### src/rtl/alu_share_arbiter_pkg.sv
// Shared definitions for the ALU share arbiter: opcode encodings, resp_flags bit
// positions, the output-register FSM state type and the combinational ALU itself.
package alu_share_arbiter_pkg;

    // ALU opcode encodings; any other value is an undefined op (result 0, Zero=1).
    localparam logic [3:0] ALU_ADD  = 4'd0;
    localparam logic [3:0] ALU_SUB  = 4'd1;
    localparam logic [3:0] ALU_XOR  = 4'd2;
    localparam logic [3:0] ALU_OR   = 4'd3;
    localparam logic [3:0] ALU_AND  = 4'd4;
    localparam logic [3:0] ALU_SLL  = 4'd5;
    localparam logic [3:0] ALU_SRL  = 4'd6;
    localparam logic [3:0] ALU_SRA  = 4'd7;
    localparam logic [3:0] ALU_SLT  = 4'd8;
    localparam logic [3:0] ALU_SLTU = 4'd9;

    // Bit positions inside resp_flags = {Zero, Overflow, Negative, Carry}.
    localparam int unsigned FLAG_C = 0;
    localparam int unsigned FLAG_N = 1;
    localparam int unsigned FLAG_V = 2;
    localparam int unsigned FLAG_Z = 3;

    typedef enum logic [0:0] {
        StEmpty,
        StFull
    } arb_state_e;

    typedef struct packed {
        logic [31:0] result;
        logic [3:0]  flags;
    } alu_out_t;

    // Carry on SUB is the borrow (a < b unsigned), so equal operands give C=0.
    function automatic alu_out_t alu_eval(logic [3:0] op, logic [31:0] a, logic [31:0] b);
        alu_out_t   res;
        logic [32:0] sum;
        logic [31:0] r;
        logic        c;
        logic        v;
        sum = '0;
        r   = '0;
        c   = 1'b0;
        v   = 1'b0;
        case (op)
            ALU_ADD: begin
                sum = {1'b0, a} + {1'b0, b};
                r   = sum[31:0];
                c   = sum[32];
                v   = (a[31] == b[31]) && (r[31] != a[31]);
            end
            ALU_SUB: begin
                sum = {1'b0, a} - {1'b0, b};
                r   = sum[31:0];
                c   = sum[32];
                v   = (a[31] != b[31]) && (r[31] != a[31]);
            end
            ALU_XOR:  r = a ^ b;
            ALU_OR:   r = a | b;
            ALU_AND:  r = a & b;
            ALU_SLL:  r = a << b[4:0];
            ALU_SRL:  r = a >> b[4:0];
            ALU_SRA:  r = $unsigned($signed(a) >>> b[4:0]);
            ALU_SLT:  r = {31'b0, ($signed(a) < $signed(b))};
            ALU_SLTU: r = {31'b0, (a < b)};
            default:  r = '0;
        endcase
        res.result         = r;
        res.flags          = '0;
        res.flags[FLAG_Z]  = (r == 32'd0);
        res.flags[FLAG_V]  = v;
        res.flags[FLAG_N]  = r[31];
        res.flags[FLAG_C]  = c;
        return res;
    endfunction

endpackage

### src/rtl/alu_share_arbiter_if.sv
// Bus bundle between the requesters/consumer (master) and the ALU share arbiter (slave).
//   req_valid/req_ready  per-requester handshake; req_op/a/b sliced per requester
//   resp_*               registered tagged result with valid/ready backpressure
//   sticky_ovf/clr       per-requester sticky overflow and its clear
interface alu_share_arbiter_if #(
    parameter int unsigned NREQ = 2,
    parameter int unsigned IDW  = 1
);
    logic [NREQ-1:0]    req_valid;
    logic [NREQ-1:0]    req_ready;
    logic [4*NREQ-1:0]  req_op;
    logic [32*NREQ-1:0] req_a;
    logic [32*NREQ-1:0] req_b;
    logic               resp_valid;
    logic               resp_ready;
    logic [IDW-1:0]     resp_id;
    logic [31:0]        resp_result;
    logic [3:0]         resp_flags;
    logic [NREQ-1:0]    sticky_ovf;
    logic [NREQ-1:0]    sticky_clr;

    modport master (
        output req_valid, req_op, req_a, req_b, resp_ready, sticky_clr,
        input  req_ready, resp_valid, resp_id, resp_result, resp_flags, sticky_ovf
    );

    modport slave (
        input  req_valid, req_op, req_a, req_b, resp_ready, sticky_clr,
        output req_ready, resp_valid, resp_id, resp_result, resp_flags, sticky_ovf
    );
endinterface

### src/rtl/alu_share_arbiter_rr_arbiter.sv
// Round-robin priority select (the rr_arbiter): grants the first set req bit found
// searching upward from ptr with wrap-around. Purely combinational.
//   req_i  request vector      ptr_i  highest-priority index
//   gnt_o  one-hot grant       idx_o  encoded grant index (0 when no request)
module alu_share_arbiter_rr_arbiter #(
    parameter int unsigned N  = 2,
    parameter int unsigned IW = 1
) (
    input  logic [N-1:0]  req_i,
    input  logic [IW-1:0] ptr_i,
    output logic [N-1:0]  gnt_o,
    output logic [IW-1:0] idx_o
);
    logic          found;
    int unsigned   cand;
    logic [IW-1:0] cand_idx;

    always_comb begin
        gnt_o    = '0;
        idx_o    = '0;
        found    = 1'b0;
        cand     = 0;
        cand_idx = '0;
        for (int unsigned i = 0; i < N; i++) begin
            cand = 32'(ptr_i) + i;
            if (cand >= N) begin
                cand = cand - N;
            end
            cand_idx = IW'(cand);
            if (!found && req_i[cand_idx]) begin
                found           = 1'b1;
                gnt_o[cand_idx] = 1'b1;
                idx_o           = cand_idx;
            end
        end
    end
endmodule

### src/rtl/alu_share_arbiter.sv
// Shares one combinational ALU between NREQ requesters. A round-robin arbiter picks one
// valid request per cycle whenever the single output register is free (or draining), and
// the ALU result, flags and requester id are captured there and held under backpressure.
//   clk, rst_n   clock and asynchronous active-low reset
//   bus (slave)  request handshakes, tagged response, sticky overflow bits
module alu_share_arbiter
    import alu_share_arbiter_pkg::*;
#(
    parameter int unsigned NREQ = 2,
    parameter int unsigned IDW  = 1
) (
    input  logic               clk,
    input  logic               rst_n,
    alu_share_arbiter_if.slave bus
);
    arb_state_e      state_q, state_d;
    logic [IDW-1:0]  ptr_q, ptr_d;
    logic [IDW-1:0]  id_q, id_d;
    logic [31:0]     result_q, result_d;
    logic [3:0]      flags_q, flags_d;
    logic [NREQ-1:0] sticky_q, sticky_d;

    logic [NREQ-1:0] grant_oh;
    logic [IDW-1:0]  grant_idx;
    logic            slot_free;
    logic            fire;
    logic [3:0]      op_sel;
    logic [31:0]     a_sel;
    logic [31:0]     b_sel;
    alu_out_t        alu_res;

    alu_share_arbiter_rr_arbiter #(
        .N  (NREQ),
        .IW (IDW)
    ) u_rr_arbiter (
        .req_i (bus.req_valid),
        .ptr_i (ptr_q),
        .gnt_o (grant_oh),
        .idx_o (grant_idx)
    );

    // A draining consumer frees the slot in the same cycle, giving one result per cycle.
    assign slot_free     = (state_q == StEmpty) || bus.resp_ready;
    assign bus.req_ready = (slot_free && rst_n) ? grant_oh : '0;
    assign fire          = |bus.req_ready;

    always_comb begin
        op_sel = '0;
        a_sel  = '0;
        b_sel  = '0;
        for (int unsigned i = 0; i < NREQ; i++) begin
            if (grant_idx == IDW'(i)) begin
                op_sel = bus.req_op[4*i +: 4];
                a_sel  = bus.req_a[32*i +: 32];
                b_sel  = bus.req_b[32*i +: 32];
            end
        end
        alu_res = alu_eval(op_sel, a_sel, b_sel);
    end

    always_comb begin
        state_d  = state_q;
        ptr_d    = ptr_q;
        id_d     = id_q;
        result_d = result_q;
        flags_d  = flags_q;
        // Set beats clear: the clear is applied first, the set below overrides it.
        sticky_d = sticky_q & ~bus.sticky_clr;
        if (fire) begin
            state_d  = StFull;
            id_d     = grant_idx;
            result_d = alu_res.result;
            flags_d  = alu_res.flags;
            ptr_d    = (grant_idx == IDW'(NREQ - 1)) ? '0 : grant_idx + 1'b1;
            if (((op_sel == ALU_ADD) || (op_sel == ALU_SUB)) && alu_res.flags[FLAG_V]) begin
                sticky_d[grant_idx] = 1'b1;
            end
        end else if ((state_q == StFull) && bus.resp_ready) begin
            state_d = StEmpty;
        end
    end

    always_ff @(posedge clk or negedge rst_n) begin
        if (!rst_n) begin
            state_q  <= StEmpty;
            ptr_q    <= '0;
            id_q     <= '0;
            result_q <= '0;
            flags_q  <= '0;
            sticky_q <= '0;
        end else begin
            state_q  <= state_d;
            ptr_q    <= ptr_d;
            id_q     <= id_d;
            result_q <= result_d;
            flags_q  <= flags_d;
            sticky_q <= sticky_d;
        end
    end

    assign bus.resp_valid  = (state_q == StFull);
    assign bus.resp_id     = id_q;
    assign bus.resp_result = result_q;
    assign bus.resp_flags  = flags_q;
    assign bus.sticky_ovf  = sticky_q;
endmodule
### src/flat_wrapper.sv
// flat-port wrapper written by rule: the top's interface ports become plain ports
module alu_share_arbiter_flat import alu_share_arbiter_pkg::*;
#(
    parameter int unsigned NREQ = 2,
    parameter int unsigned IDW  = 1
)
  (clk, rst_n, bus_req_valid, bus_req_op, bus_req_a, bus_req_b, bus_resp_ready, bus_sticky_clr, bus_req_ready, bus_resp_valid, bus_resp_id, bus_resp_result, bus_resp_flags, bus_sticky_ovf);
  alu_share_arbiter_if #(.NREQ(NREQ), .IDW(IDW)) bus_i ();
  input  logic clk;
  input  logic rst_n;
  input wire logic [$bits(bus_i.req_valid)-1:0] bus_req_valid;
  input wire logic [$bits(bus_i.req_op)-1:0] bus_req_op;
  input wire logic [$bits(bus_i.req_a)-1:0] bus_req_a;
  input wire logic [$bits(bus_i.req_b)-1:0] bus_req_b;
  input wire logic [$bits(bus_i.resp_ready)-1:0] bus_resp_ready;
  input wire logic [$bits(bus_i.sticky_clr)-1:0] bus_sticky_clr;
  output wire logic [$bits(bus_i.req_ready)-1:0] bus_req_ready;
  output wire logic [$bits(bus_i.resp_valid)-1:0] bus_resp_valid;
  output wire logic [$bits(bus_i.resp_id)-1:0] bus_resp_id;
  output wire logic [$bits(bus_i.resp_result)-1:0] bus_resp_result;
  output wire logic [$bits(bus_i.resp_flags)-1:0] bus_resp_flags;
  output wire logic [$bits(bus_i.sticky_ovf)-1:0] bus_sticky_ovf;
  assign bus_i.req_valid = bus_req_valid;
  assign bus_i.req_op = bus_req_op;
  assign bus_i.req_a = bus_req_a;
  assign bus_i.req_b = bus_req_b;
  assign bus_i.resp_ready = bus_resp_ready;
  assign bus_i.sticky_clr = bus_sticky_clr;
  assign bus_req_ready = bus_i.req_ready;
  assign bus_resp_valid = bus_i.resp_valid;
  assign bus_resp_id = bus_i.resp_id;
  assign bus_resp_result = bus_i.resp_result;
  assign bus_resp_flags = bus_i.resp_flags;
  assign bus_sticky_ovf = bus_i.sticky_ovf;
  alu_share_arbiter #(.NREQ(NREQ), .IDW(IDW)) u_core (.clk(clk), .rst_n(rst_n), .bus(bus_i));
endmodule
### config.mk
export PLATFORM = sky130hd
export DESIGN_NAME = alu_share_arbiter_flat
export DESIGN_NICKNAME = d
export VERILOG_FILES = /design/src/rtl/alu_share_arbiter_pkg.sv /design/src/rtl/alu_share_arbiter_if.sv /design/src/rtl/alu_share_arbiter_rr_arbiter.sv /design/src/rtl/alu_share_arbiter.sv /design/src/flat_wrapper.sv
export SDC_FILE = /design/constraint.sdc
export NUM_CORES = 1
export LEC_CHECK = 0
export ABC_AREA = 1
export CAP_MARGIN = 20
export CELL_PAD_IN_SITES_DETAIL_PLACEMENT = 1
export CELL_PAD_IN_SITES_GLOBAL_PLACEMENT = 1
export CORE_ASPECT_RATIO = 1.25
export CORE_UTILIZATION = 40
export DETAILED_ROUTE_END_ITERATION = 7
export GPL_TIMING_DRIVEN = 1
export PLACE_DENSITY = 0.95
export SLEW_MARGIN = 20
export SYNTH_ARGS = -nofsm -noshare
export SYNTH_HDL_FRONTEND = slang
export SYNTH_HIERARCHICAL = 1
export SYNTH_SLANG_ARGS = --single-unit
### constraint.sdc
create_clock -name clk -period 6.39 [get_ports clk]
set_input_delay 1.5975 -clock clk [delete_from_list [all_inputs] [get_ports clk]]
set_output_delay 1.5975 -clock clk [all_outputs]
set_load 0.005 [all_outputs]
Yosys cells after proc, flatten, opt, wreduce, memory -nomap -nowiden
Index checks and enable logic that the tools add are counted.
Widths: inputs -> output; s select.
{"block": "word_totals", "register_bits": 41, "wordCells": 91}
{"block": "classes", "add_sub_neg": 6, "magnitude_cmp": 10, "n_eq_ne": 13, "shifts": 3, "mux": 29, "bitwise": 8, "reduce_logical": 16}
{"op": "$pmux 32 s10", "n": 1}
{"op": "$lt 32x32->1", "n": 2}
{"op": "$mux 32", "n": 2}
{"op": "$add 32x32->33", "n": 1}
{"op": "$sub 32x32->33", "n": 1}
{"op": "$and 32x32->32", "n": 1}
{"op": "$logic_not 32->1", "n": 1}
{"op": "$or 32x32->32", "n": 1}
{"op": "$shl 32x5->32", "n": 1}
{"op": "$shr 32x5->32", "n": 1}
{"op": "$sshr 32x5->32", "n": 1}
{"op": "$xor 32x32->32", "n": 1}
{"op": "$eq 4x3->1 const B", "n": 4}
{"op": "$mux 1", "n": 15}
{"op": "$mux 2", "n": 5}
{"op": "$logic_and 1x1->1", "n": 9}
{"op": "$eq 4x2->1 const B", "n": 2}
{"op": "$eq 4x4->1 const B", "n": 2}
{"op": "$lt 1x2->1 const B", "n": 3}
{"op": "$eq 4x1->1 const B", "n": 1}
{"op": "$logic_not 4->1", "n": 1}
{"op": "$mux 4", "n": 1}
{"op": "$or 2x2->2", "n": 2}
{"op": "$pmux 1 s2", "n": 2}
{"op": "16 further kinds", "n": 24}

Longest topological paths before layout
{"block": "depth", "depth_word": 16, "ltp_mapped": 33, "depth_no_buf": 28}

Cells and area by module
Netlist, hierarchy kept.
{"mod": "alu_share_arbiter", "n_inst": 1, "cells_per_inst": 2381, "area_per_inst_um2": 12234.2, "seq_area_each_um2": 1001.0}
{"mod": "alu_share_arbiter_rr_arbiter", "n_inst": 1, "cells_per_inst": 6, "area_per_inst_um2": 23.8, "seq_area_each_um2": 0.0}

Worst setup path after synthesis
No wires, ideal clock.
{"block": "synth_timing", "path_kind": "input port to flip-flop", "startpoint": "input port bus_req_valid[0]", "endpoint": "register u_core.flags_q[3] (netlist: u_core/bus.resp_flags[3])", "setup_time_ns": 0.066, "arrival_ns": 4.757, "path_slack_ns": 1.568, "cell_stages": 32, "path_buffers": 6, "cell_sequence": "inv_1 nand2_1 nand2_1 buf_6 inv_4 buf_6 buf_6 clkbuf_1 clkbuf_1 or2_2 o21ai_0 ha_1 clkbuf_1 inv_1 nand2_1 o21ai_0 inv_1 nand2_1 nand2_1 nand2_1 nand2_1 nand2_1 nand2_1 nand3_1 nand2_1 nor2_1 nand2_1 nor2_1 nand2_1 nor2_1 nand3_1 nand2_1"}
{"block": "synth_between", "elab_chain_len": 10, "word_cells_on_any_way": 39, "classes_between": "add/sub: 2; order compare: 2; eq/ne: 9; shift: 3; mux: 14; bitwise: 4; reduce/logical: 5"}
{"element": "start: declaration", "line": "flat_wrapper.sv:11", "source": "input wire logic [$bits(bus_i.req_valid)-1:0] bus_req_valid;"}
{"element": "$mux 1 (not written as such) (2 in series)", "line": "alu_share_arbiter_rr_arbiter.sv:30", "source": "if (!found && req_i[cand_idx]) begin"}
{"element": "$mux 1", "line": "alu_share_arbiter_rr_arbiter.sv:30"}
{"element": "$logic_not 1->1", "line": "alu_share_arbiter_rr_arbiter.sv:30"}
{"element": "$logic_and 1x1->1", "line": "alu_share_arbiter_rr_arbiter.sv:30"}
{"element": "$mux 1 (*)", "line": "alu_share_arbiter_rr_arbiter.sv:30"}
{"element": "named net u_core.grant_idx", "line": "alu_share_arbiter.sv:24", "source": "logic [IDW-1:0] grant_idx;"}
{"element": "$mux 32 / $mux 4 (equally long branches)", "line": "alu_share_arbiter.sv:52", "source": "if (grant_idx == IDW'(i)) begin"}
{"element": "$sub 32x32->33 (tied with other cells)", "line": "alu_share_arbiter_pkg.sv:52", "source": "sum = {1'b0, a} - {1'b0, b};"}
{"element": "$pmux 32 s10 (*)", "line": "alu_share_arbiter_pkg.sv:44", "source": "case (op)"}
{"element": "$logic_not 32->1 (*)", "line": "alu_share_arbiter_pkg.sv:69", "source": "res.flags[FLAG_Z] = (r == 32'd0);"}
{"element": "end signal: assignment", "line": "alu_share_arbiter.sv:96", "source": "flags_q <= flags_d;"}
{"element": "end: declaration", "line": "alu_share_arbiter.sv:20", "source": "logic [3:0] flags_q, flags_d;"}
The timed path passes the listed nets; every way through them passes the cells marked *. The select of a mux whose other input is x is not followed.
A chain may end at the register's enable or synchronous reset.

Worst setup path in the final report
Ends and elaborated chain as after synthesis.

==> PnR_summary.wiki <==
{| class="wikitable"
! Metric !! Value
|-
| Clock net sink count || 40
|-
| Reg2reg setup slack || 1680 ps
|-
| Class of the tightest hold or removal check || flop to flop
|-
| Crit path from || bus_req_valid[0]
|-
| Clock Root Buffer || sky130_fd_sc_hd__clkbuf_16
|-
| Initial core utilization || 40.7%
|-
| Signal arrival time at the worst endpoint || 6350 ps
|-
| Highest clock rate || roughly 160 MHz
|-
| Horizontal die dimension || roughly 160 microns
|-
| Via-per-instance ratio || 6.21
|-
| Iter 0 DRT Violations || 1,791
|-
| Post-synthesis sequential area ratio || 8.17%
|-
| Peak supply drop || ~0.15 mV
|-
| Max_slew headroom || ~29%
|-
| Core ar. || 0.0301 sq mm
|-
| Slew Viols, Final || 0
|-
| Reg2Reg Depth || 25
|-
| Sum of negative setup slack || 0 ps
|-
| Number of standard cells after synthesis || 2,387
|-
| Standard-cell rows || 71
|-
| Transition time at the pin with the least slew margin || 1070 ps
|-
| I/O pins || 185
|-
| Height of the die || between 150 and 200 microns
|-
| CP max stage cell || sky130_fd_sc_hd__clkdlybuf4s50_1
|-
| Footprint of the multi-input gates || 0.00973 sq mm
|-
| Total of hold buffers inserted after clock tree synthesis || 0
|-
| # setup viols final || 0
|-
| FF-to-FF Start || u_core/ptr_q$_DFFE_PN0N_
|-
| Grt ovf || 0
|-
| Clk_lat worst skew || 290 ps
|-
| Number of routed nets with antenna violations || 0
|-
| DRC violation count after routing || 0
|-
| Most Frequent Cell on Critical Path || sky130_fd_sc_hd__nand2_1
|-
| Total area of sequential cells || 0.00100 sq mm
|-
| Setup repair after global routing missed its margin || no
|-
| Power density relative to cell area || 378 mW/mm^2
|-
| Mapped Nets || about 2,600
|-
| Die outline area || 0.0314 sq mm
|-
| PnR Total Power || 0.00549 W
|-
| Dominant synthesized flop cell || sky130_fd_sc_hd__dfrtp_1
|-
| Shortest period the worst path allows || around 6000 ps
|-
| Worst path depth || 27
|-
| Yosys warning count || 6
|-
| Startpoint type of the worst setup path || input pin
|-
| Average instance area after synthesis || 5.14 sq um
|-
| First-pass GRT wire length || 109,000 microns
|-
| Detailed placer's ending HPWL || 60,200 microns
|-
| TritonCTS clock tree || yes
|-
| Count of flip-flops with a built-in enable after synthesis || 0
|-
| Tcrit/Tclk final || 95.9%
|-
| CP max stage delay || 490 ps
|-
| H-tree levels || 2
|-
| I/O Buffers || 184
|-
| Maximum number of buffers from clock root to sink || 2
|-
| Final hold violation count || 0
|-
| Number of global-route vias before repair || approximately 18,000
|-
| Async set or reset register ratio after synthesis || 100%
|-
| Number of antenna violations at the first check in global routing || 10
|-
| Critical Path End || u_core/bus.resp_flags[3]$_DFFE_PN0N_
|-
| Max Cap Viol || 0
|-
| WP buf/inv || 7
|-
| Total leakage power || roughly 7.5 nW
|-
| Fraction of layout cells with a size suffix above 1 || 5.94%
|-
| Net count of the finished layout || 2,752
|-
| Register clock-pin slew on the reported worst setup and hold paths || 60 ps
|-
| Worst setup path category || input pin to flop
|-
| Global routing usage summed across all routing layers || between 40% and 50%
|-
| WL per Instance || 25.5 microns
|-
| Layout Skew || 6.10 ps
|-
| Filler instances || 4,482
|-
| Global placer's final weighted congestion || 1.11
|-
| Required time worst endpoint || 6610 ps
|-
| Largest net degree at the start of global routing || 63
|-
| Number of detailed-routing iterations run before antenna repair || 5
|-
| Count of cells resized by post-cts repair || 0
|-
| Buffers inserted during post-CTS setup optimization || 0
|-
| Routed wire length || 74,300 microns
|-
| Mapped Area || 0.0123 sq mm
|-
| Area growth from synthesis to final layout || 18.4%
|-
| DR vias || 18,100
|-
| Number of distinct library cell variants in the gate-level netlist after synthesis || 42
|-
| Worst reg2reg path endpoint || u_core/bus.resp_flags[3]$_DFFE_PN0N_
|-
| Largest delay share family, worst path || simple AND/OR/NAND/NOR gates
|-
| Result of the run || finished, final reports clean
|-
| Max Fanout on Critical Path || 23
|-
| Clock buffers created by TritonCTS || 5
|-
| Critical Path End Type || flop
|-
| Number of synthesized register bits || 40
|}
-- worst min-delay path: stages, from the launching register on --
cell                      delay, ps
sky130_fd_sc_hd__dfrtp_1        350
sky130_fd_sc_hd__nand2_1         50
sky130_fd_sc_hd__o21ai_0         60
-- flip-flops by register name (all words and copies together), names as in the netlist --
| register | cells |
|---|---|
| u_core/ptr_q | 1 |
| u_core/bus.resp_id | 1 |
| u_core/bus.resp_flags | 4 |
| u_core/bus.sticky_ovf | 2 |
| u_core/bus.resp_result | 31 |
| u_core/bus.resp_valid | 1 |
-- Yosys cell counts (5+ instances only) --
| library cell | count | share of area [%] |
|---|---|---|
| sky130_fd_sc_hd__nand2_1 | 772 | 24 |
| sky130_fd_sc_hd__nand3_1 | 439 | 18 |
| sky130_fd_sc_hd__inv_1 | 240 | 7.3 |
| sky130_fd_sc_hd__nor2_1 | 232 | 7.1 |
| sky130_fd_sc_hd__o21ai_0 | 125 | 5.1 |
| sky130_fd_sc_hd__a21oi_1 | 107 | 4.4 |
| sky130_fd_sc_hd__ha_1 | 100 | 10 |
| sky130_fd_sc_hd__buf_2 | 55 | 2.2 |
| sky130_fd_sc_hd__nand2_2 | 46 | 2.3 |
| sky130_fd_sc_hd__dfrtp_1 | 40 | 8.2 |
| sky130_fd_sc_hd__clkbuf_1 | 31 | 0.95 |
| sky130_fd_sc_hd__or2_2 | 28 | 1.4 |
| sky130_fd_sc_hd__nand4_1 | 25 | 1.3 |
| sky130_fd_sc_hd__nor3_1 | 19 | 0.78 |
| sky130_fd_sc_hd__o22ai_1 | 17 | 0.87 |
| sky130_fd_sc_hd__o21ai_1 | 15 | 0.61 |
| sky130_fd_sc_hd__inv_2 | 14 | 0.43 |
| sky130_fd_sc_hd__buf_4 | 11 | 0.67 |
| sky130_fd_sc_hd__a31oi_1 | 10 | 0.51 |
| sky130_fd_sc_hd__o211ai_1 | 8 | 0.49 |
| sky130_fd_sc_hd__buf_6 | 7 | 0.64 |
| sky130_fd_sc_hd__nor2_2 | 6 | 0.31 |
| sky130_fd_sc_hd__o21bai_1 | 6 | 0.37 |
| sky130_fd_sc_hd__nand3b_1 | 5 | 0.31 |
-- metrics by stage --
step	cell area, sq um	instances	hold slack (ps)	setup slack (ps)	util [%]
global route	14500	2909	528	34.5	48.2
floorplan	12300	2387	471	1570	-
CTS	14500	2909	500	590	48.2
detailed placement	14300	2901	482	338	47.6
global placement	14300	2901	465	508	47.6
finish	14500	2911	495	260	48.2
-- power by group --
part	internal, W	switching, W
Clock	0.000196	0.000110
Combinational	0.00136	0.00336
Sequential	0.000358	0.000107
Total	0.00191	0.00358
-- logic make-up (layout without fill, tap and decap cells) --
logic type | after synthesis | count (layout) | synth area share (%)
other | 0 | 2 | 0
buffers and inverters | 364 | 485 | 12.5
flip-flops | 40 | 40 | 8.17
AND/OR/NAND/NOR | 1584 | 1584 | 55.9
XOR/XNOR | 1 | 1 | 0.0715
adder cells (fa/ha/maj) | 102 | 102 | 10.5
AO/OA/AOI/OAI | 296 | 296 | 12.8
-- final cells by class --
type,instances,share of cell area (%)
antenna,2,0.0345
clock buffer,6,0.957
clock inverter,2,0.267
inverter,257,6.68
multi-input combinational,1983,67.0
sequential,40,6.90
tap,401,3.46
timing repair buffer,220,14.7
-- routing by layer --
metal  vias to the layer above  GRT usage (%)  part of all wire, %
li1                       7999              -                    -
met3                       364           11.2                  9.7
met2                      1051           76.7                   45
met4                        16           34.6                  8.8
met1                      8645           54.4                   36
met5                         -              0                 0.13
-- layout by cell type (no fill, tap or decap), types with 3 or more instances in the layout --
master	netlist	layout
sky130_fd_sc_hd__nand3b_1	5	5
sky130_fd_sc_hd__clkbuf_16	0	5
sky130_fd_sc_hd__inv_1	240	240
sky130_fd_sc_hd__o21ai_1	15	15
sky130_fd_sc_hd__and3_1	4	4
sky130_fd_sc_hd__nor2_2	6	8
sky130_fd_sc_hd__nand2_2	46	47
sky130_fd_sc_hd__a31oi_1	10	10
sky130_fd_sc_hd__nand2_1	772	771
sky130_fd_sc_hd__clkdlybuf4s50_1	0	183
sky130_fd_sc_hd__inv_2	14	14
sky130_fd_sc_hd__nor2_1	232	230
sky130_fd_sc_hd__a21oi_1	107	107
sky130_fd_sc_hd__o21ai_0	125	125
sky130_fd_sc_hd__dfrtp_1	40	40
sky130_fd_sc_hd__nor3_1	19	19
sky130_fd_sc_hd__ha_1	100	100
sky130_fd_sc_hd__or2_2	28	28
sky130_fd_sc_hd__nand4_1	25	25
sky130_fd_sc_hd__o211ai_1	8	8
sky130_fd_sc_hd__o21bai_1	6	6
sky130_fd_sc_hd__nand3_1	439	439
sky130_fd_sc_hd__o22ai_1	17	17
sky130_fd_sc_hd__a211oi_1	3	3
sky130_fd_sc_hd__buf_4	11	34
-- how the worst min path moves through the flow --
stage                                            from                                endpoint  slack [ps]  cells after the start
6_report       u_core/bus.resp_result[30]$_DFFE_PN0N_  u_core/bus.resp_result[30]$_DFFE_PN0N_         490                      2
3_3_place_gp           u_core/bus.resp_id$_DFFE_PN0N_          u_core/bus.resp_id$_DFFE_PN0N_         460                      2
5_1_grt        u_core/bus.resp_result[28]$_DFFE_PN0N_  u_core/bus.resp_result[28]$_DFFE_PN0N_         530                      2
2_1_floorplan                u_core/ptr_q$_DFFE_PN0N_                u_core/ptr_q$_DFFE_PN0N_         470                      2
4_1_cts        u_core/bus.resp_result[30]$_DFFE_PN0N_  u_core/bus.resp_result[30]$_DFFE_PN0N_         500                      2
3_5_place_dp    u_core/bus.resp_result[4]$_DFFE_PN0N_   u_core/bus.resp_result[4]$_DFFE_PN0N_         480                      2
Note: power is estimated with default switching activity, not from simulation.
